[config.mk]
export PLATFORM = sky130hd
export DESIGN_NAME = reg_exec_seq
export DESIGN_NICKNAME = d
export VERILOG_FILES = /design/src/rtl/reg_exec_pkg.sv /design/src/rtl/reg_exec_alu.sv /design/src/rtl/reg_exec_seq.sv
export SDC_FILE = /design/constraint.sdc
export NUM_CORES = 1
export LEC_CHECK = 0
export CAP_MARGIN = 20
export CORE_MARGIN = 3
export CORE_UTILIZATION = 44
export CTS_CLUSTER_DIAMETER = 100
export DETAILED_ROUTE_END_ITERATION = 6
export PLACE_DENSITY = 0.69
export SYNTH_ARGS = -nofsm -noshare
export SYNTH_HDL_FRONTEND = slang
export SYNTH_SLANG_ARGS = --single-unit
[constraint.sdc]
create_clock -name clk -period 6.2 [get_ports clk]
set_input_delay 1.24 -clock clk [delete_from_list [all_inputs] [get_ports clk]]
set_output_delay 1.24 -clock clk [all_outputs]
set_load 0.05 [all_outputs]
[src/rtl/reg_exec_pkg.sv]
// Shared definitions for the reg_exec_seq execute sequencer: opcodes, FSM
// states, instruction field offsets and the write-back decode.
package reg_exec_pkg;

  localparam int DEF_DATA_W = 32;
  localparam int DEF_ADDR_W = 4;
  localparam int DEF_OPC_W  = 4;

  // Instruction layout: [15:12] opc, [11:8] rd, [7:4] rs1, [3:0] rs2
  localparam int OPC_LSB = 12;
  localparam int RD_LSB  = 8;
  localparam int RS1_LSB = 4;
  localparam int RS2_LSB = 0;
  localparam int SHAMT_W = 5;

  localparam logic [DEF_OPC_W-1:0] OP_ADD  = 4'h0;
  localparam logic [DEF_OPC_W-1:0] OP_SUB  = 4'h1;
  localparam logic [DEF_OPC_W-1:0] OP_AND  = 4'h2;
  localparam logic [DEF_OPC_W-1:0] OP_OR   = 4'h3;
  localparam logic [DEF_OPC_W-1:0] OP_XOR  = 4'h4;
  localparam logic [DEF_OPC_W-1:0] OP_SLL  = 4'h5;
  localparam logic [DEF_OPC_W-1:0] OP_SRL  = 4'h6;
  localparam logic [DEF_OPC_W-1:0] OP_SRA  = 4'h7;
  localparam logic [DEF_OPC_W-1:0] OP_SLT  = 4'h8;
  localparam logic [DEF_OPC_W-1:0] OP_SLTU = 4'h9;
  localparam logic [DEF_OPC_W-1:0] OP_MOV  = 4'hA;
  localparam logic [DEF_OPC_W-1:0] OP_NOP  = 4'hB;

  typedef enum logic [1:0] {
    ST_IDLE = 2'd0,
    ST_READ = 2'd1,
    ST_EXEC = 2'd2,
    ST_WB   = 2'd3
  } state_e;

  // Opcodes ADD..MOV are the only ones that update result and the register file.
  function automatic logic writes_back(input logic [DEF_OPC_W-1:0] opc);
    return (opc <= OP_MOV);
  endfunction

endpackage

[src/rtl/reg_exec_alu.sv]
// Combinational ALU for reg_exec_seq; legal_o is low for opcodes above NOP.
module reg_exec_alu
  import reg_exec_pkg::*;
#(
  parameter int DATA_W = DEF_DATA_W,
  parameter int OPC_W  = DEF_OPC_W
) (
  input  logic [OPC_W-1:0]  opc_i,
  input  logic [DATA_W-1:0] a_i,
  input  logic [DATA_W-1:0] b_i,
  output logic [DATA_W-1:0] result_o,
  output logic              carry_o,
  output logic              legal_o
);

  logic [DATA_W:0]    sum;
  logic [DATA_W:0]    diff;
  logic [SHAMT_W-1:0] shamt;

  // The extra top bit of diff is the unsigned borrow.
  assign sum   = {1'b0, a_i} + {1'b0, b_i};
  assign diff  = {1'b0, a_i} - {1'b0, b_i};
  assign shamt = b_i[SHAMT_W-1:0];

  always_comb begin
    result_o = '0;
    carry_o  = 1'b0;
    legal_o  = 1'b1;
    case (opc_i)
      OP_ADD:  {carry_o, result_o} = sum;
      OP_SUB:  {carry_o, result_o} = diff;
      OP_AND:  result_o = a_i & b_i;
      OP_OR:   result_o = a_i | b_i;
      OP_XOR:  result_o = a_i ^ b_i;
      OP_SLL:  result_o = a_i << shamt;
      OP_SRL:  result_o = a_i >> shamt;
      OP_SRA:  result_o = DATA_W'($signed(a_i) >>> shamt);
      OP_SLT:  result_o = {{(DATA_W-1){1'b0}}, ($signed(a_i) < $signed(b_i))};
      OP_SLTU: result_o = {{(DATA_W-1){1'b0}}, (a_i < b_i)};
      OP_MOV:  result_o = a_i;
      OP_NOP:  result_o = '0;
      default: legal_o  = 1'b0;
    endcase
  end

endmodule

[src/rtl/reg_exec_seq.sv]
// Single-issue execute sequencer driving a 16x32 register file (IDLE/READ/EXEC/WB).
// Optional EXEC_RETIRE_CNT_EN adds a 32-bit retire counter output.
module reg_exec_seq
  import reg_exec_pkg::*;
#(
  parameter int DATA_W = DEF_DATA_W,
  parameter int ADDR_W = DEF_ADDR_W,
  parameter int OPC_W  = DEF_OPC_W
) (
  input  logic                      clk,
  input  logic                      rst,
`ifdef EXEC_RETIRE_CNT_EN
  output logic [31:0]               retire_cnt,
`endif
  input  logic                      instr_valid,
  output logic                      instr_ready,
  input  logic [OPC_W+3*ADDR_W-1:0] instr,
  output logic                      rf_en,
  output logic                      rf_rd,
  output logic                      rf_wr,
  output logic [ADDR_W-1:0]         rf_sel_o1,
  output logic [ADDR_W-1:0]         rf_sel_o2,
  output logic [ADDR_W-1:0]         rf_sel_i1,
  output logic [DATA_W-1:0]         rf_wdata,
  input  logic [DATA_W-1:0]         rf_op1,
  input  logic [DATA_W-1:0]         rf_op2,
  output logic                      done,
  output logic [DATA_W-1:0]         result,
  output logic                      zero,
  output logic                      carry,
  output logic                      illegal
);

  localparam int INSTR_W = OPC_W + 3*ADDR_W;

  // Handshake: an instruction transfers on a rising edge where instr_valid and
  // instr_ready are both high; instr_ready depends only on the FSM state.
  state_e              state_q, state_d;
  logic [INSTR_W-1:0]  instr_q, instr_d;
  logic                rf_en_q, rf_rd_q, rf_wr_q;
  logic [ADDR_W-1:0]   rf_sel_o1_q, rf_sel_o2_q, rf_sel_i1_q;
  logic [DATA_W-1:0]   rf_wdata_q, result_q;
  logic                zero_q, carry_q, done_q, illegal_q;

  logic [OPC_W-1:0]    opc;
  logic [DATA_W-1:0]   alu_result;
  logic                alu_carry, alu_legal;
  logic                rd_d, wr_d, wb;

  assign opc = instr_q[OPC_LSB +: OPC_W];
  assign wb  = writes_back(opc);

  reg_exec_alu #(.DATA_W(DATA_W), .OPC_W(OPC_W)) u_alu (
    .opc_i    (opc),
    .a_i      (rf_op1),
    .b_i      (rf_op2),
    .result_o (alu_result),
    .carry_o  (alu_carry),
    .legal_o  (alu_legal)
  );

  always_comb begin
    state_d = state_q;
    instr_d = instr_q;
    case (state_q)
      ST_IDLE: if (instr_valid) begin
        instr_d = instr;
        state_d = ST_READ;
      end
      ST_READ: state_d = ST_EXEC;
      ST_EXEC: state_d = ST_WB;
      ST_WB:   state_d = ST_IDLE;
      default: state_d = ST_IDLE;
    endcase
  end

  // Port strobes are registered from the next state so they line up with it.
  assign rd_d        = (state_d == ST_READ);
  assign wr_d        = (state_d == ST_WB) && wb;
  assign instr_ready = (state_q == ST_IDLE);

  always_ff @(posedge clk or posedge rst) begin
    if (rst) begin
      state_q     <= ST_IDLE;
      instr_q     <= '0;
      rf_en_q     <= 1'b0;
      rf_rd_q     <= 1'b0;
      rf_wr_q     <= 1'b0;
      rf_sel_o1_q <= '0;
      rf_sel_o2_q <= '0;
      rf_sel_i1_q <= '0;
      rf_wdata_q  <= '0;
      result_q    <= '0;
      zero_q      <= 1'b0;
      carry_q     <= 1'b0;
      done_q      <= 1'b0;
      illegal_q   <= 1'b0;
    end else begin
      state_q     <= state_d;
      instr_q     <= instr_d;
      rf_en_q     <= rd_d | wr_d;
      rf_rd_q     <= rd_d;
      rf_wr_q     <= wr_d;
      rf_sel_o1_q <= rd_d ? instr_d[RS1_LSB +: ADDR_W] : '0;
      rf_sel_o2_q <= rd_d ? instr_d[RS2_LSB +: ADDR_W] : '0;
      rf_sel_i1_q <= wr_d ? instr_q[RD_LSB +: ADDR_W] : '0;
      rf_wdata_q  <= wr_d ? alu_result : '0;
      done_q      <= (state_d == ST_WB);
      illegal_q   <= (state_d == ST_WB) && !alu_legal;
      if ((state_q == ST_EXEC) && wb) begin
        result_q <= alu_result;
        zero_q   <= (alu_result == '0);
        carry_q  <= alu_carry;
      end
    end
  end

`ifdef EXEC_RETIRE_CNT_EN
  logic [31:0] retire_cnt_q;
  always_ff @(posedge clk or posedge rst) begin
    if (rst) retire_cnt_q <= '0;
    else if (done_q) retire_cnt_q <= retire_cnt_q + 32'd1;
  end
  assign retire_cnt = retire_cnt_q;
`endif

  assign rf_en     = rf_en_q;
  assign rf_rd     = rf_rd_q;
  assign rf_wr     = rf_wr_q;
  assign rf_sel_o1 = rf_sel_o1_q;
  assign rf_sel_o2 = rf_sel_o2_q;
  assign rf_sel_i1 = rf_sel_i1_q;
  assign rf_wdata  = rf_wdata_q;
  assign done      = done_q;
  assign illegal   = illegal_q;
  assign result    = result_q;
  assign zero      = zero_q;
  assign carry     = carry_q;

endmodule

==> flow_metrics.tcl, run 1 <==
set metrics [dict create \
    syn_nets 1959 \
    place.gp.congestion 1.125 \
    slowest_delay_ns 0.75 \
    slew_violations 0 \
    clk_pin_slew_worst_paths_ns 0.09 \
    synth_seq_cells 101 \
    utilization 0.5271 \
    ys_warn_count 0 \
    async_reset_ff_frac 1.000 \
    ys_top_cells_by_count "nor2_1 (147), nand2_1 (130), a21oi_1 (113)" \
    max_freq_ghz 0.1821 \
    vias_per_cell 7.046 \
    finalSetupTns_ns 0 \
    synth_ff_type "dfrtp_1" \
    io_pins 167 \
    syn2layout_area_growth_pct 17.55 \
    track_usage 0.3891 \
    max_cap_viol_count 0 \
    cts_root_buf "clkbuf_16" \
    fin_worst_skew_ns 0.02005 \
    grt_pass1_vias 15130 \
    cts_buffers 9 \
    fin_nets 2061 \
    die_h_um 185.8 \
    p_leak_nw 7.098 \
    synth_cell_types 90 \
    cts_tree "built" \
    wl_per_cell_um 30.25 \
    cts_num_sinks 101 \
    peakVddDrop_mv 0.2919 \
    hold_viol_final 0 \
    row_count 65 \
    vias 16070 \
    holdBufCountCts 0 \
    yosys.area.top_type_share 0.1777 \
    drtIter0Drc 2356 \
    hold_path.startpoint "result[5]" \
    critPathTopFamily "compound AO/OA/AOI/OAI gates" \
    final-setup-viol-count 0 \
    status "finished, final reports clean" \
    worstMarginPinSlew_ns 1.005 \
    ys_seq_area_frac 0.1777 \
    slew_headroom 0.3231 \
    worstReg2RegStart "instr_q[15]" \
    synth_area_leaders "dfrtp_1 (18%), ha_1 (9.1%), mux4_2 (8.2%)" \
    fp.dieArea_um2 34520 \
    drc 0 \
    routed_wl_um 69010 \
    postRouteAntennaNets 0 \
    cp-start-kind "primary input" \
    clk_latency_ns 0.36 \
    initial_core_util 0.4484 \
    fill_cells 3112 \
    hpwl_um 52840 \
    power_density_nw_per_um2 348.6 \
    path_cells "clkdlybuf4s50_1 -> inv_1 -> ha_1 -> inv_2 -> a21oi_1 -> o31ai_1 -> mux2_2 -> a221oi_1 -> o21ai_0 -> a211o_1 -> nor4_1 -> and4_1 -> nand3_1 -> o41ai_2" \
    die_w_um 185.8 \
    synth_cells 1770 \
    crit_type "in2reg" \
    period_share 0.8858 \
    crit_start "rf_op2[12]" \
    synth_most_common_cell "nor2_1" \
    arrival_ns 5.75 \
    port_buffers 166 \
    grt_pass1_wl_um 100300 \
    path_max_fanout 11 \
    synth_edf_count 0 \
    rsz0062_at_grt "false" \
    end_kind "flip-flop" \
    period_minus_slack_ns 5.492 \
    worstPathRequired_ns 6.45 \
    slowest_stage "o31ai_1" \
    p_total_mw 5.828 \
    clk_path_buf_depth 2 \
    core_area_um2 31720 \
    syn_area_um2 14220 \
    grt_max_degree 82 \
    overflow 0 \
    post_cts_buffers 0 \
    hp-class "reg2reg" \
    cts_max_level 3 \
    drt-pass1-iter-count 7 \
    yosys.area.top_type "dfrtp_1" \
    crit_buf_inv 3 \
    drive_gt1_frac 0.1268 \
    antenna_found_initial 4 \
    post_cts_resized 0 \
    avgSynthCellArea_um2 8.036 \
]
[stage by stage]
step / std cells / hold slack [ns] / setup WS, ns / area, µm²
after floorplan: 1770 / 0.4651 / 0.9300 / 14220
after global placement: 2263 / 0.4606 / 0.5895 / 16410
after detailed placement: 2263 / 0.4641 / 0.4675 / 16410
after CTS: 2279 / 0.4791 / 0.8519 / 16710
after global routing: 2279 / 0.4983 / 0.4468 / 16710
final: 2281 / 0.4764 / 0.7078 / 16720
[kinds of logic (layout without fill, tap and decap cells)]
| family | after synthesis | in the layout | synth area share |
|---|---|---|---|
| AOI/OAI and AO/OA | 571 | 571 | 0.2825 |
| and+or+nand+nor | 544 | 544 | 0.1919 |
| buffers and inverters | 270 | 377 | 0.07838 |
| muxes | 162 | 162 | 0.1654 |
| adders and majority gates | 106 | 106 | 0.09430 |
| DFF | 101 | 101 | 0.1777 |
| xor gates and xnor gates | 16 | 16 | 0.009853 |
| other | 0 | 2 | 0 |
[worst paths after layout]
kind,to,cells after the start,slack (ns)
setup / recovery,zero,14,0.71
hold / removal,result[5],1,0.48
setup reg to reg,zero,12,1.54
hold reg to reg,result[5],1,0.48
max in group asynchronous,rf_wdata[22],3,3.76
min in group asynchronous,result[4],2,1.30
[where the power goes]
| part | total (mW) | internal [mW] | switching, mW |
|---|---|---|---|
| clock | 0.570 | 0.296 | 0.275 |
| sequential | 1.09 | 0.924 | 0.170 |
| combinational | 4.16 | 1.40 | 2.76 |
| total | 5.83 | 2.62 | 3.20 |
[metal layers]
layer	track usage	vias up	part of all wire
li1	-	6897	-
met1	0.5340	7723	0.40
met2	0.5617	1237	0.42
met3	0.1120	210	0.13
met4	0.1871	4	0.057
met5	0	-	0.00035
[area by class of cell]
cell class,count,area [µm²],area share
multi-input combinational,1399,10620,0.6350
clock buffer,10,239.0,0.01429
tap,402,503.0,0.03008
clock inverter,6,61.31,0.003667
sequential,101,2527,0.1512
timing repair buffer,254,2362,0.1413
inverter,107,404.1,0.02417
antenna,2,5.005,0.0002993
[layout by cell type, fill, tap and decap left out, types with 17 or more instances in the layout]
| master | instances |
|---|---|
| clkdlybuf4s50_1 | 161 |
| nor2_1 | 147 |
| nand2_1 | 129 |
| a21oi_1 | 113 |
| ha_1 | 104 |
| inv_1 | 103 |
| dfrtp_1 | 101 |
| buf_4 | 84 |
| o21ai_0 | 75 |
| mux4_2 | 52 |
| mux2_2 | 50 |
| mux2i_1 | 49 |
| a21o_1 | 42 |
| nor3_1 | 41 |
| nand3_1 | 36 |
| nor4_1 | 29 |
| nor2b_1 | 28 |
| o22ai_1 | 27 |
| a211oi_1 | 25 |
| o211ai_1 | 24 |
| a22oi_1 | 24 |
| o31ai_1 | 23 |
| and2_1 | 22 |
| o221ai_1 | 19 |
| a221oi_1 | 19 |
| a31oi_1 | 18 |
| nand2b_1 | 17 |
[flip-flops by register name, summed over array words and instances (netlist names), 2 cells and up]
| signal | count |
|---|---|
| state_q | 2 |
| rf_sel_o2 | 4 |
| rf_sel_i1 | 4 |
| rf_wdata | 32 |
| instr_q | 16 |
| rf_sel_o1 | 4 |
| result | 32 |
[worst reg2reg max path: cells and delay by family, from the launching register on]
| family | cells | cell delay [ns] |
|---|---|---|
| compound gates | 4 | 1.10 |
| flops | 1 | 0.98 |
| simple gates | 6 | 1.91 |
| buf+inv | 1 | 0.35 |
| mux | 1 | 0.21 |
No activity file was read; power rests on OpenSTA's default activity.
==> run 2: changes to the inputs <==
--- a/config.mk
+++ b/config.mk
@@ -6,11 +6,14 @@
 export NUM_CORES = 1
 export LEC_CHECK = 0
 export CAP_MARGIN = 20
+export CELL_PAD_IN_SITES_DETAIL_PLACEMENT = 0
+export CELL_PAD_IN_SITES_GLOBAL_PLACEMENT = 1
 export CORE_MARGIN = 3
-export CORE_UTILIZATION = 44
+export CORE_UTILIZATION = 47
 export CTS_CLUSTER_DIAMETER = 100
 export DETAILED_ROUTE_END_ITERATION = 6
-export PLACE_DENSITY = 0.69
+export PLACE_DENSITY = 0.92
+export SLEW_MARGIN = 30
 export SYNTH_ARGS = -nofsm -noshare
 export SYNTH_HDL_FRONTEND = slang
 export SYNTH_SLANG_ARGS = --single-unit
==> flow_metrics.tcl, run 2 (synthesized netlist as in run 1, its figures left out) <==
set metrics [dict create \
    cts_max_level 3 \
    final_common_cell "clkdlybuf4s50_1" \
    fin_nets 2068 \
    p_leak_nw 7.109 \
    wl_per_cell_um 30.06 \
    cp-start-kind "primary input" \
    antenna_found_initial 3 \
    core_area_um2 29720 \
    hpwl_um 52410 \
    crit_top_cell "inv_1" \
    port_buffers 166 \
    slowest_delay_ns 0.62 \
    cts_buffers 9 \
    drtIter0Drc 2682 \
    max_freq_ghz 0.1826 \
    overflow 0 \
    io_pins 167 \
    clk_pin_slew_worst_paths_ns 0.07 \
    final-setup-viol-count 0 \
    die_w_um 180.0 \
    grt_pass1_wl_um 101800 \
    cts_tree "built" \
    fin_worst_skew_ns 0.01075 \
    regToRegSetupSlack_ns 1.51 \
    drive_gt1_frac 0.1312 \
    hp-class "reg2reg" \
    drt-pass1-iter-count 6 \
    status "finished, final reports clean" \
    die_h_um 180.0 \
    hold_viol_final 0 \
    critPathTopFamily "simple AND/OR/NAND/NOR gates" \
    peakVddDrop_mv 0.3286 \
    path_max_fanout 8 \
    crit_buf_inv 3 \
    p_total_mw 5.807 \
    path_cells "clkdlybuf4s50_1 -> inv_1 -> ha_1 -> inv_1 -> fa_1 -> nand3b_1 -> o21ai_0 -> a221oi_1 -> nor4b_1 -> o21ai_1 -> nor4b_2 -> nand4_1 -> nor4_1 -> and4_1 -> nand3_1 -> o41ai_2" \
    holdBufCountCts 0 \
    slew_headroom 0.3264 \
    power_density_nw_per_um2 347.7 \
    finalSetupTns_ns 0 \
    clk_latency_ns 0.35 \
    max_cap_viol_count 0 \
    cts_num_sinks 101 \
    rsz0062_at_grt "false" \
    crit_type "in2reg" \
    cts_root_buf "clkbuf_16" \
    period_share 0.8833 \
    clk_path_buf_depth 2 \
    initial_core_util 0.4786 \
    grt_max_degree 71 \
    track_usage 0.4060 \
    post_cts_buffers 0 \
    post_cts_resized 0 \
    slew_violations 0 \
    dp_worst_setup_slack_ns 0.4798 \
    layout_common_cells "clkdlybuf4s50_1 (161), nor2_1 (147), nand2_1 (129), a21oi_1 (113), ha_1 (104)" \
    worstPathRequired_ns 6.45 \
    postRouteAntennaNets 0 \
    end_kind "flip-flop" \
    period_minus_slack_ns 5.476 \
    routed_wl_um 68420 \
    grt_pass1_vias 15650 \
    drc 0 \
    place.gp.congestion 1.093 \
    postLayoutSetupSlackWorst_ns 0.7236 \
    vias 16360 \
    arrival_ns 5.73 \
    row_count 63 \
    fp.dieArea_um2 32390 \
    syn2layout_area_growth_pct 17.42 \
    worstMarginPinSlew_ns 1.010 \
    slowest_stage "nor4b_1" \
    vias_per_cell 7.186 \
]
==> run 2: cell types whose count changed in the layout (fill, tap and decap cells not counted), moves of 2 or more <==
cell,before,now
inv_8,4,1
buf_12,5,1
inv_6,0,2
buf_4,84,95
==> run 2: worst paths after layout <==
check                                 start      endpoint  depth (start not counted)
worst max-delay path              rf_op1[0]          zero                         16
worst min-delay path             result[18]    result[18]                          1
worst max register to register  instr_q[15]          zero                         12
worst min register to register   result[18]    result[18]                          1
max in group asynchronous               rst  rf_wdata[18]                          3
min in group asynchronous               rst  rf_sel_o1[3]                          2
==> run 2: report_power, final <==
group	leakage (nW)	internal, mW	switching (mW)
clock network	0.141	0.286	0.246
registers	1.31	0.925	0.211
logic	5.66	1.40	2.74
total	7.11	2.61	3.19
==> run 2: cell type report <==
cell class                      instances  area (µm²)
Tap cell                              390       488.0
Fill cell                            2783       13020
Clock buffer                           10       239.0
Clock inverter                          5       42.54
Timing Repair Buffer                  261        2365
Inverter                              107       404.1
Multi-Input combinational cell       1399       10630
Antenna cell                            3       7.507
Sequential cell                       101        2529
==> run 2: stage by stage <==
stage / hold slack [ns] / cell area, µm² / cells / utilization
2_1_floorplan: 0.4651 / 14220 / 1770 / -
3_3_place_gp: 0.4595 / 16400 / 2258 / 0.5519
3_5_place_dp: 0.4652 / 16400 / 2258 / 0.5520
4_1_cts: 0.4809 / 16690 / 2273 / 0.5615
5_1_grt: 0.4967 / 16690 / 2273 / 0.5617
6_report: 0.4801 / 16700 / 2276 / 0.5620
==> run 2: per-layer routing <==
metal / vias up / part of all wire / track usage
li1: 6923 / - / -
met1: 7832 / 0.38 / 0.5368
met2: 1326 / 0.42 / 0.6051
met3: 272 / 0.14 / 0.1311
met4: 2 / 0.066 / 0.1875
met5: - / 0.00019 / 0
